File: config.mk
export PLATFORM = sky130hd
export DESIGN_NAME = mc_seq_ctrl
export DESIGN_NICKNAME = d
export VERILOG_FILES = /design/src/rtl/mc_pkg.sv /design/src/rtl/mc_wdog.sv /design/src/rtl/mc_seq_ctrl.sv
export SDC_FILE = /design/constraint.sdc
export NUM_CORES = 1
export LEC_CHECK = 0
export ABC_AREA = 0
export BUFFER_PORTS_ARGS = -buffer_cell sky130_fd_sc_hd__buf_2
export CORE_MARGIN = 2
export CORE_UTILIZATION = 35
export CTS_CLUSTER_SIZE = 20
export DETAILED_ROUTE_END_ITERATION = 16
export SETUP_SLACK_MARGIN = 0.2
export SLEW_MARGIN = 20
export SYNTH_ARGS = -nofsm -noshare
export SYNTH_HDL_FRONTEND = slang
export SYNTH_HIERARCHICAL = 1
export SYNTH_SLANG_ARGS = --single-unit
File: constraint.sdc
create_clock -name clk_i -period 5.85 [get_ports clk_i]
set_input_delay 0.585 -clock clk_i [delete_from_list [all_inputs] [get_ports clk_i]]
set_output_delay 0.585 -clock clk_i [all_outputs]
set_load 0.02 [all_outputs]
File: src/rtl/mc_pkg.sv
// Shared types and helpers for the multi-cycle sequencer.
package mc_pkg;

  // Sequencer states; the numeric encoding is visible on the state port.
  typedef enum logic [2:0] {
    IF_REQ   = 3'd0,
    IF_WAIT  = 3'd1,
    ID       = 3'd2,
    EXE      = 3'd3,
    MEM_REQ  = 3'd4,
    MEM_WAIT = 3'd5,
    WB       = 3'd6,
    HALT     = 3'd7
  } state_e;

  localparam logic [31:0] RESET_PC_DEFAULT = 32'h1c000000;
  localparam int unsigned WDOG_W           = 16;

  // Address of the next instruction when the current one is left.
  function automatic logic [31:0] nextPc(input logic        taken,
                                         input logic [31:0] target,
                                         input logic [31:0] pc);
    return taken ? target : pc + 32'd4;
  endfunction

endpackage

File: src/rtl/mc_wdog.sv
// Per-access watchdog: counts stalled cycles and flags the last allowed one.
module mc_wdog
  import mc_pkg::*;
#(
  parameter int unsigned WDOG_MAX = 255
) (
  input  logic clk_i,
  input  logic reset_i,
  input  logic clear_i,
  input  logic enable_i,
  output logic expire_o
);

  localparam logic [WDOG_W-1:0] LIMIT = WDOG_W'(WDOG_MAX - 1);

  logic [WDOG_W-1:0] cnt_q;
  logic [WDOG_W-1:0] cnt_d;

  // Clear between accesses, count stalls, and hold at the top rather than wrap.
  always_comb begin
    cnt_d = cnt_q;
    if (clear_i) begin
      cnt_d = '0;
    end else if (enable_i && (cnt_q != '1)) begin
      cnt_d = cnt_q + WDOG_W'(1);
    end
  end

  // Counter register.
  always_ff @(posedge clk_i) begin
    if (reset_i) begin
      cnt_q <= '0;
    end else begin
      cnt_q <= cnt_d;
    end
  end

  // The stall that would make the count reach WDOG_MAX is the one that faults.
  assign expire_o = enable_i && (cnt_q == LIMIT);

endmodule

File: src/rtl/mc_seq_ctrl.sv
// Multi-cycle LA32R sequencer: PC/IR, IF/ID/EXE/MEM/WB FSM, handshakes, watchdog, retire count.
module mc_seq_ctrl
  import mc_pkg::*;
#(
  parameter logic [31:0] RESET_PC = RESET_PC_DEFAULT,
  parameter int unsigned WDOG_MAX = 255,
  parameter int unsigned CNT_W    = 32
) (
  input  logic             clk_i,
  input  logic             reset_i,
  output logic             inst_req_o,
  output logic [31:0]      inst_addr_o,
  input  logic             inst_gnt_i,
  input  logic             inst_rvalid_i,
  input  logic [31:0]      inst_rdata_i,
  input  logic             dec_is_br_i,
  input  logic             dec_is_ld_i,
  input  logic             dec_is_st_i,
  input  logic             dec_gr_we_i,
  input  logic             br_taken_i,
  input  logic [31:0]      br_target_i,
  output logic             data_req_o,
  output logic             data_we_o,
  input  logic             data_gnt_i,
  input  logic             data_rvalid_i,
  output logic [31:0]      ir_o,
  output logic [31:0]      pc_o,
  output logic [2:0]       state_o,
  output logic             rf_we_o,
  output logic             fault_o,
  output logic [CNT_W-1:0] retire_cnt_o
);

  state_e             state_q;
  logic [31:0]        pc_q;
  logic [31:0]        ir_q;
  logic               inst_req_q;
  logic               data_req_q;
  logic               data_we_q;
  logic               rf_we_q;
  logic               fault_q;
  logic [CNT_W-1:0]   retire_q;
  logic               ld_q;
  logic               gr_we_q;
  logic               br_taken_q;
  logic [31:0]        br_target_q;

  logic               stall;
  logic               wdogExpire;
  logic [31:0]        pc_d;
  logic [CNT_W-1:0]   retire_d;

  // A cycle is stalled when a raised request is not granted or an awaited response is absent.
  assign stall = ((state_q == IF_REQ)   && inst_req_q && !inst_gnt_i)
              || ((state_q == IF_WAIT)  && !inst_rvalid_i)
              || ((state_q == MEM_REQ)  && data_req_q && !data_gnt_i)
              || ((state_q == MEM_WAIT) && !data_rvalid_i);

  mc_wdog #(.WDOG_MAX(WDOG_MAX)) u_wdog (
    .clk_i    (clk_i),
    .reset_i  (reset_i),
    .clear_i  (!stall),
    .enable_i (stall),
    .expire_o (wdogExpire)
  );

  // Redirect decision is live while in EXE and taken from the latched copy afterwards.
  always_comb begin
    pc_d = (state_q == EXE) ? nextPc(br_taken_i, br_target_i, pc_q)
                            : nextPc(br_taken_q, br_target_q, pc_q);
    retire_d = (retire_q == '1) ? retire_q : retire_q + CNT_W'(1);
  end

  // Main sequencer FSM with registered strobes, PC/IR and retire count.
  always_ff @(posedge clk_i) begin
    if (reset_i) begin
      state_q     <= IF_REQ;
      pc_q        <= RESET_PC;
      ir_q        <= '0;
      inst_req_q  <= 1'b0;
      data_req_q  <= 1'b0;
      data_we_q   <= 1'b0;
      rf_we_q     <= 1'b0;
      fault_q     <= 1'b0;
      retire_q    <= '0;
      ld_q        <= 1'b0;
      gr_we_q     <= 1'b0;
      br_taken_q  <= 1'b0;
      br_target_q <= '0;
    end else begin
      rf_we_q <= 1'b0;
      case (state_q)
        IF_REQ: begin
          if (inst_req_q && inst_gnt_i) begin
            inst_req_q <= 1'b0;
            if (inst_rvalid_i) begin
              ir_q    <= inst_rdata_i;
              state_q <= ID;
            end else begin
              state_q <= IF_WAIT;
            end
          end else if (wdogExpire) begin
            inst_req_q <= 1'b0;
            fault_q    <= 1'b1;
            state_q    <= HALT;
          end else begin
            inst_req_q <= 1'b1;
          end
        end
        IF_WAIT: begin
          if (inst_rvalid_i) begin
            ir_q    <= inst_rdata_i;
            state_q <= ID;
          end else if (wdogExpire) begin
            fault_q <= 1'b1;
            state_q <= HALT;
          end
        end
        ID: begin
          state_q <= EXE;
        end
        EXE: begin
          ld_q        <= dec_is_ld_i;
          gr_we_q     <= dec_gr_we_i;
          br_taken_q  <= br_taken_i;
          br_target_q <= br_target_i;
          if (dec_is_ld_i || dec_is_st_i) begin
            data_req_q <= 1'b1;
            data_we_q  <= dec_is_st_i;
            state_q    <= MEM_REQ;
          end else if (dec_is_br_i && !dec_gr_we_i) begin
            pc_q       <= pc_d;
            retire_q   <= retire_d;
            inst_req_q <= 1'b1;
            state_q    <= IF_REQ;
          end else begin
            rf_we_q <= dec_gr_we_i;
            state_q <= WB;
          end
        end
        MEM_REQ, MEM_WAIT: begin
          if (((state_q == MEM_REQ) && data_req_q && data_gnt_i && data_rvalid_i) ||
              ((state_q == MEM_WAIT) && data_rvalid_i)) begin
            data_req_q <= 1'b0;
            data_we_q  <= 1'b0;
            if (ld_q) begin
              rf_we_q <= gr_we_q;
              state_q <= WB;
            end else begin
              pc_q       <= pc_d;
              retire_q   <= retire_d;
              inst_req_q <= 1'b1;
              state_q    <= IF_REQ;
            end
          end else if ((state_q == MEM_REQ) && data_req_q && data_gnt_i) begin
            data_req_q <= 1'b0;
            state_q    <= MEM_WAIT;
          end else if (wdogExpire) begin
            data_req_q <= 1'b0;
            data_we_q  <= 1'b0;
            fault_q    <= 1'b1;
            state_q    <= HALT;
          end
        end
        WB: begin
          pc_q       <= pc_d;
          retire_q   <= retire_d;
          inst_req_q <= 1'b1;
          state_q    <= IF_REQ;
        end
        default: begin
          state_q <= HALT;
        end
      endcase
    end
  end

  assign inst_req_o   = inst_req_q;
  assign inst_addr_o  = pc_q;
  assign data_req_o   = data_req_q;
  assign data_we_o    = data_we_q;
  assign ir_o         = ir_q;
  assign pc_o         = pc_q;
  assign state_o      = state_q;
  assign rf_we_o      = rf_we_q;
  assign fault_o      = fault_q;
  assign retire_cnt_o = retire_q;

endmodule

# After elaboration in Yosys (flattened, before gate mapping)
# Cells that the tools add are included.
[totals]
reg_bits = 155
inputBits = 75
[op_classes]
add_sub_neg = 3
eq_ne = 22
mux = 54
bitwise_logic = 1
reduce_logical = 37
[op_table]
columns = ["operator", "count"]
rows = [
  ["$mux W32", 14],
  ["$pmux W32 S3", 2],
  ["$pmux W32 S2", 1],
  ["$add A32 B1 Y32 const B", 1],
  ["$add A32 B3 Y32 const B", 1],
  ["$eq A32 B32 Y1 const B", 1],
  ["$mux W3", 8],
  ["$mux W1", 22],
  ["$pmux W3 S6", 1],
  ["$add A16 B1 Y16 const B", 1],
  ["$eq A16 B8 Y1 const B", 1],
  ["$ne A16 B16 Y1 const B", 1],
  ["$reduce_and A5 Y1", 3],
  ["$ne A2 B2 Y1 const B", 7],
  ["$logic_and A1 B1 Y1", 13],
  ["$eq A3 B3 Y1 const B", 3],
  ["$eq A3 B2 Y1 const B", 2],
  ["$ne A2 B1 Y1 const B", 3],
  ["$pmux W1 S2", 3],
  ["$reduce_bool A3 Y1", 2],
  ["$logic_not A1 Y1", 5],
  ["$logic_or A1 B1 Y1", 5],
  ["$ne A4 B3 Y1 const B", 1],
  ["$pmux W1 S4", 1],
  ["13 further kinds", 15],
]

# Longest topological paths before layout
# Gate-level depths: netlist of the first run.
[depth]
ltp_word = 11
depth_mapped = 14
depth_no_buf = 13

# Cells and area by module
# The synthesis of the first run kept the hierarchy.
[by_module_without_submodules]
columns = ["mod", "instances", "cells_each", "area_each_um2", "seq_area_each_um2"]
rows = [
  ["mc_seq_ctrl", 1, 990, 7552.2, 2782.7],
  ["mc_wdog", 1, 109, 914.6, 320.3],
]

# Least setup slack after synthesis of the first run
# Ideal clock, no wire load.
[synth_path]
path_kind = "reg2reg"
startpoint = "reg state_q[0], in the netlist state_o[0]"
endpoint = "reg data_we_q, in the netlist data_we_o"
setup_ns = 0.070
t_arrival_ns = 3.141
required_ns = 5.780
setup_slack_ns = 2.639
stages_incl_launch_ff = 13
path_buffers = 2
path_cell_list = "dfxtp_1 -> buf_6 -> clkbuf_1 -> a21oi_1 -> a211oi_1 -> nand3_1 -> nor2_1 -> nand4_1 -> nor4_1 -> o21ba_2 -> o22a_1 -> nand3b_1 -> a21oi_1"
[synth_between]
elab_chain_len = 9
word_cells_on_any_way = 27
[synth_lines]
columns = ["element", "line_no", "source"]
rows = [
  ["start: declaration", "mc_seq_ctrl.sv:34", "state_e state_q;"],
  ["start signal: assignment", "mc_seq_ctrl.sv:77", "state_q <= IF_REQ;"],
  ["start signal: assignment", "mc_seq_ctrl.sv:98", "state_q <= ID;"],
  ["start signal: assignment", "mc_seq_ctrl.sv:100", "state_q <= IF_WAIT;"],
  ["$logic_not A3 Y1", "mc_seq_ctrl.sv:54", "assign stall = ((state_q == IF_REQ) && inst_req_q && !inst_gnt_i)"],
  ["$logic_and A1 B1 Y1 (2 in series)", "mc_seq_ctrl.sv:54", ""],
  ["$logic_or A1 B1 Y1", "mc_seq_ctrl.sv:55", "|| ((state_q == IF_WAIT) && !inst_rvalid_i)"],
  ["$logic_or A1 B1 Y1", "mc_seq_ctrl.sv:56", "|| ((state_q == MEM_REQ) && data_req_q && !data_gnt_i)"],
  ["$logic_or A1 B1 Y1 *", "mc_seq_ctrl.sv:57", "|| ((state_q == MEM_WAIT) && !data_rvalid_i);"],
  ["named net stall", "mc_seq_ctrl.sv:48", "logic stall;"],
  ["$logic_and A1 B1 Y1 *", "mc_wdog.sv:39", "assign expire_o = enable_i && (cnt_q == LIMIT);"],
  ["named net wdogExpire", "mc_seq_ctrl.sv:49", "logic wdogExpire;"],
  ["$ne A3 B2 Y1 (no source line) *", "--", ""],
  ["$reduce_and A4 Y1 (no source line) *", "--", ""],
  ["end signal: assignment", "mc_seq_ctrl.sv:129", "data_we_q <= dec_is_st_i;"],
  ["end: declaration", "mc_seq_ctrl.sv:39", "logic data_we_q;"],
]
# The timed path passes the listed nets; every way through them passes the cells marked *.
# A chain may end at the register's enable or synchronous reset.

# Worst setup path in the final report of the first run
# Same ends and word-level chain as after synthesis.

==> results.json, run 1 <==
{
  "synth-seq-area-share_pct": 36.65,
  "cp_max_fo": 21,
  "max_slew_margin_pct": 25.68,
  "cp_data_required_time_ps": 6140,
  "synth_edf_count": 0,
  "drv_cap": 0,
  "hp-class": "in2reg",
  "r2r-end": "data_we_o$_SDFFE_PP0P_",
  "path_clk_slew_ps": 90,
  "p_int_mw": 1.828,
  "cts_sinks": 155,
  "synth_seq_cells": 155,
  "async_flop_share_pct": 0,
  "leakagePower_nw": 3.775,
  "htreeDepth": 4,
  "grt_pass1_wl_um": 40570,
  "cts_buffers": 17,
  "worstHoldStart": "inst_rdata_i[17]",
  "initial_utilization_pct": 35.86,
  "ys_types": 74,
  "period_share_pct": 61.35,
  "n_fill_cell": 2456,
  "place_congestion": 0.8470,
  "yosys_warnings": 6,
  "cts_tree": "yes",
  "arrival_ps": 3880,
  "endpoint_kind": "flop",
  "cts_root_buf": "clkbuf_16",
  "setup_violations": 0,
  "antenna_left": 0,
  "syn_inst": 1099,
  "start_kind": "flop",
  "io_pins": 211,
  "grt_max_degree": 82,
  "synth_top_area_share_pct": 36.65,
  "worstSetupPathType": "reg2reg",
  "clkPwrFrac_pct": 42.9,
  "cts_setup_buffers": 0,
  "final_nets": 1305,
  "final_util_pct": 42.59,
  "remaining_drc_errors": 0,
  "syn_nets": 1178,
  "layout_common_cells": "209 x buf_2, 174 x nand2_1, 155 x dfxtp_1",
  "finalSetupTns_ps": 0,
  "row_count": 56,
  "grt_usage_pct": 19.28,
  "ff2ff_path_depth": 10,
  "syn_to_final_growth_pct": 18.77,
  "synth_top_area_cell": "dfxtp_1",
  "multi_input_area_um2": 4691,
  "final_common_cell": "buf_2",
  "grt_pass1_vias": 7723,
  "wl_per_cell_um": 16.23,
  "fp.dieH_um": 159.5,
  "antenna_found_initial": 0,
  "synthFlopType": "dfxtp_1",
  "finalHoldViolCount": 0,
  "swShare_pct": 32.54,
  "final-max-slew-violation-count": 0,
  "dieArea_um2": 25450,
  "rrSetupSlack_ps": 2260,
  "period_needed_ps": 3589,
  "netlist_top_cells_area": "dfxtp_1 37%, a21oi_1 8.0%, nand2_1 7.7%",
  "grt.overflow.total": 0,
  "vias": 8599,
  "fmax_mhz": 278.6,
  "core_area_um2": 23610,
  "netlist_area_um2": 8467,
  "cts-resized-gates": 0,
  "first_pass_iters": 6,
  "power_density_nw_per_um2": 269.5,
  "syn_area_per_cell_um2": 7.704,
  "worst_ir_drop_vdd_uv": 130.4,
  "drt-initial-drc-count": 742,
  "dp_hpwl_um": 16970,
  "skew_ps": 19.11,
  "drt_wl_total_um": 25290,
  "endpoint": "data_we_o$_SDFFE_PP0P_",
  "net-switching-power_mw": 0.8821,
  "worstSetupStartpoint": "state_o[0]$_SDFF_PP0_",
  "seqPwrFrac_pct": 42.5,
  "clk_latency_ps": 440,
  "clock_path_buffers": 2,
  "seq_area_um2": 3103,
  "ctsHoldBuffers": 0,
  "chipWidth_um": 159.5,
  "io_buffers": 210,
  "dpl_cell_area_um2": 9413,
  "status": "completed",
  "antennaDiodeCount": 0,
  "via_per_inst": 5.519,
  "postLayoutCellArea_um2": 10060,
  "rsz0062_at_grt": "false",
  "timing.rr.start": "state_o[0]$_SDFF_PP0_",
  "tightest_slew_ps": 1114,
  "drive_above_1_share_pct": 23.33,
  "combPwrFrac_pct": 14.6
}
[registers in the layout (all words and copies together), names as in the netlist]
name          count
data_req_o        1
retire_cnt_o     32
u_wdog/cnt_q     16
rf_we_o           1
fault_o           1
gr_we_q           1
br_taken_q        1
ld_q              1
state_o           3
br_target_q      32
inst_addr_o      32
ir_o             32
inst_req_o        1
data_we_o         1
[cell families (layout without fill, tap and decap cells)]
group | Yosys count | in the layout | share of synthesized area (%)
fa+ha+maj | 4 | 4 | 0.5911
buf+inv | 136 | 276 | 8.290
xor+xnor | 6 | 6 | 0.6207
flops | 155 | 155 | 36.65
mux | 17 | 17 | 2.113
simple gates | 496 | 496 | 30.71
compound gates | 285 | 285 | 21.03
[power groups by stage]
stage	Sequential, mW	Combinational, mW	Clock [mW]
after floorplan	1.20	0.258	0
after global placement	1.17	0.395	0
after detailed placement	1.18	0.397	0
after CTS	1.15	0.398	1.19
after global routing	1.16	0.439	1.24
final	1.15	0.396	1.16
[synth_stat cells (7+ instances only)]
library cell	n
buf_4	33
nor2_1	48
nor2b_1	9
a211oi_1	7
nor4_1	25
o31ai_1	28
a21oi_1	136
buf_2	12
o211ai_1	7
nand3_1	53
and2_1	9
mux2i_1	10
or3_1	22
inv_1	22
clkbuf_1	56
nand3b_1	17
and3_1	15
mux2_2	7
or4_1	23
o21ai_0	32
dfxtp_1	155
a31oi_1	17
nand2_1	174
nand4_1	28
nor3_1	33
a311oi_1	11
[worst min-delay path by stage]
| stage | endpoint | cells past startpoint | slack [ps] |
|---|---|---|---|
| 2_1_floorplan | br_target_q[22]$_SDFFE_PP0P_ | 2 | 430 |
| 3_3_place_gp | br_target_q[7]$_SDFFE_PP0P_ | 2 | 440 |
| 3_5_place_dp | br_target_q[22]$_SDFFE_PP0P_ | 2 | 440 |
| 4_1_cts | ir_o[20]$_SDFFE_PP0P_ | 3 | 350 |
| 5_1_grt | ir_o[19]$_SDFFE_PP0P_ | 3 | 360 |
| 6_report | ir_o[17]$_SDFFE_PP0P_ | 3 | 370 |
[area by class of cell]
cell class / instances / share of cell area [%]
inverter: 22 / 0.8212
clock buffer: 17 / 4.230
multi-input combinational: 808 / 46.65
sequential: 155 / 30.86
clock inverter: 15 / 2.103
tap: 319 / 3.969
timing repair buffer: 222 / 11.37
[per-layer routing]
layer	part of all wire [%]	track usage, %	vias up	routed length (µm)
li1	-	-	4266	-
met4	1.6	5.950	0	403
met5	0	0	-	0
met3	7.3	4.506	27	1839
met2	45	30.32	277	11340
met1	46	26.18	4029	11710
[stage by stage]
stage / power [mW] / hold WS (ps) / std cells / setup WS (ps)
3_5_place_dp: 1.573 / 442.9 / 1526 / 1934
5_1_grt: 2.835 / 355.1 / 1558 / 1885
6_report: 2.711 / 370.9 / 1558 / 2261
2_1_floorplan: 1.454 / 431.2 / 1099 / 2639
4_1_cts: 2.743 / 354.5 / 1558 / 2011
3_3_place_gp: 1.568 / 437.3 / 1526 / 2020
[worst max-delay path: stages, from the launching register on]
cell	delay, ps
dfxtp_1	720
a21oi_1	200
a211oi_1	770
nand3_1	300
nor2_1	160
nand4_1	120
nor4_2	520
o21ba_2	260
o22a_1	180
o21ai_0	150
a21oi_1	80
Note: power is estimated with default switching activity, not from simulation.
==> run 2, diff against run 1 <==
clock period = 2.9 ns   (was 5.85 ns; I/O delays follow)
==> run 2 against run 1 <==
Compared with the run above: die area stayed put; first-iteration DRC count is 5.9% lower; non-clock buffer count grew 23; critical path depth is 3 lower; register-to-register slack got worse by 1800 ps; critical endpoint is now retire_cnt_o[26]$_SDFFE_PP0P_; clock skew shrank 4.3 ps; via count rose by 0.35%; design area up 1.8%; highest routed layer is now met5; global-route usage rose by 0.55 points; core utilization up 0.75 points.
==> results.json, run 2 (synthesis results as in run 1) <==
{
  "whs_endpoint": "ir_o[14]$_SDFFE_PP0P_",
  "dp_cells": 1547,
  "endpoint_kind": "flop",
  "period_needed_ps": 2434,
  "core_area_um2": 23610,
  "setup_violations": 0,
  "worstSetupStartpoint": "retire_cnt_o[0]$_SDFFE_PP0P_",
  "leakagePower_nw": 3.888,
  "setup_ws_ps": 465.5,
  "ff2ff_path_depth": 7,
  "via_per_inst": 5.458,
  "vias": 8629,
  "max_slew_margin_pct": 28.89,
  "antennaDiodeCount": 0,
  "grt.overflow.total": 0,
  "finalHoldViolCount": 0,
  "final-max-slew-violation-count": 0,
  "layout_common_cells": "209 x buf_2, 174 x nand2_1, 154 x dfxtp_1",
  "seq_area_um2": 3104,
  "fp.dieH_um": 159.5,
  "worst_ir_drop_vdd_uv": 292.6,
  "skew_ps": 14.78,
  "wl_per_cell_um": 16.26,
  "grt_max_degree": 73,
  "final_cells": 1581,
  "first_pass_iters": 4,
  "cts_root_buf": "clkbuf_16",
  "start_kind": "flop",
  "final_nets": 1328,
  "min_path_cells": 3,
  "grt_usage_pct": 19.83,
  "worst_path_max_delay_cell": "nor4_1",
  "place_ws_ps": 331.4,
  "cp_data_required_time_ps": 3270,
  "clk_latency_ps": 440,
  "timing.hold.ws_ps": 65.95,
  "cpLargestDelayFamily": "simple AND/OR/NAND/NOR gates",
  "chipWidth_um": 159.5,
  "antenna_left": 0,
  "ctsHoldBuffers": 0,
  "n_fill_cell": 2436,
  "syn_to_final_growth_pct": 20.87,
  "io_pins": 211,
  "path_clk_slew_ps": 80,
  "place_congestion": 0.8577,
  "rrSetupSlack_ps": 470,
  "cp_max_fo": 9,
  "power.total_mw": 5.491,
  "drive_above_1_share_pct": 24.88,
  "arrival_ps": 2800,
  "htreeDepth": 4,
  "antenna_found_initial": 1,
  "drt-initial-drc-count": 698,
  "tightest_slew_ps": 1065,
  "slowest_delay_ps": 520,
  "final_common_cell": "buf_2",
  "finalSetupTns_ps": 0,
  "fmax_mhz": 410.8,
  "timing.rr.start": "retire_cnt_o[0]$_SDFFE_PP0P_",
  "remaining_drc_errors": 0,
  "dieArea_um2": 25450,
  "cts_tree": "yes",
  "worstSetupPathType": "reg2reg",
  "dp_hpwl_um": 17880,
  "grt_pass1_vias": 7957,
  "drv_cap": 0,
  "rsz0062_at_grt": "false",
  "hp-class": "in2reg",
  "period_share_pct": 83.95,
  "drt_wl_total_um": 25700,
  "path_cells": "ha_1 -> nand4_1 -> nor4_1 -> o211ai_1 -> buf_4 -> or4_1 -> a21oi_1",
  "r2r-end": "retire_cnt_o[26]$_SDFFE_PP0P_",
  "cts_buffers": 17,
  "status": "completed",
  "cts_sinks": 155,
  "power_density_nw_per_um2": 536.5,
  "multi_input_area_um2": 4705,
  "initial_utilization_pct": 35.86,
  "clock_path_buffers": 2,
  "io_buffers": 210,
  "timing.critical_path.buf_inv": 1,
  "worstHoldStart": "inst_rdata_i[14]",
  "grt_pass1_wl_um": 41660,
  "row_count": 56
}
==> run 2: cell types whose count changed in the layout (fill, tap and decap cells not counted), sizes merged <==
cell,previous run,this run
inv,29,31
clkinv,8,6
buf,222,245
==> run 2: layout make-up <==
| type | instances | share of cell area (%) |
|---|---|---|
| Clock buffer | 17 | 4.157 |
| Clock inverter | 15 | 1.846 |
| Inverter | 22 | 0.8069 |
| Multi-Input combinational cell | 808 | 45.97 |
| Sequential cell | 155 | 30.33 |
| Tap cell | 319 | 3.900 |
| Timing Repair Buffer | 245 | 12.98 |
==> run 2: worst max path at each step <==
stage | endpoint | slack, ps | cells after the start
4_1_cts | retire_cnt_o[26]$_SDFFE_PP0P_ | 310 | 6
2_1_floorplan | data_we_o$_SDFFE_PP0P_ | 210 | 11
3_3_place_gp | retire_cnt_o[26]$_SDFFE_PP0P_ | 460 | 6
6_report | retire_cnt_o[26]$_SDFFE_PP0P_ | 470 | 7
3_5_place_dp | retire_cnt_o[24]$_SDFFE_PP0P_ | 330 | 6
5_1_grt | retire_cnt_o[26]$_SDFFE_PP0P_ | 210 | 7
==> run 2: report_power, final <==
part	internal [mW]	switching, mW	total [mW]	leakage, nW
sequential	2.22	0.0874	2.30	1.25
clock	1.18	1.15	2.32	0.299
combinational	0.306	0.557	0.863	2.34
==> run 2: layer usage <==
metal  up-vias  part of all wire [%]  global-route usage, %
li1       4300                     -                      -
met5         -                 0.051                      0
met1      4001                    46                  26.97
met3        26                   6.9                  4.637
met2       300                    46                  31.17
met4         2                   1.4                  6.074
==> run 2: worst min-delay path, cell delays in order <==
cell     delay (ps)
buf_2            90
nand2_1          40
a21oi_1          50
==> run 2: metrics by stage <==
stage	util [%]	area, µm²
4_1_cts	43.27	10220
6_report	43.34	10230
3_5_place_dp	40.67	9603
2_1_floorplan	-	8488
5_1_grt	43.34	10230
3_3_place_gp	40.67	9603
==> run 2: what timing repair did <==
item                       CTS  global route
setup endpoints to repair    0             6
gates resized for setup      0             1
setup buffers                0             2
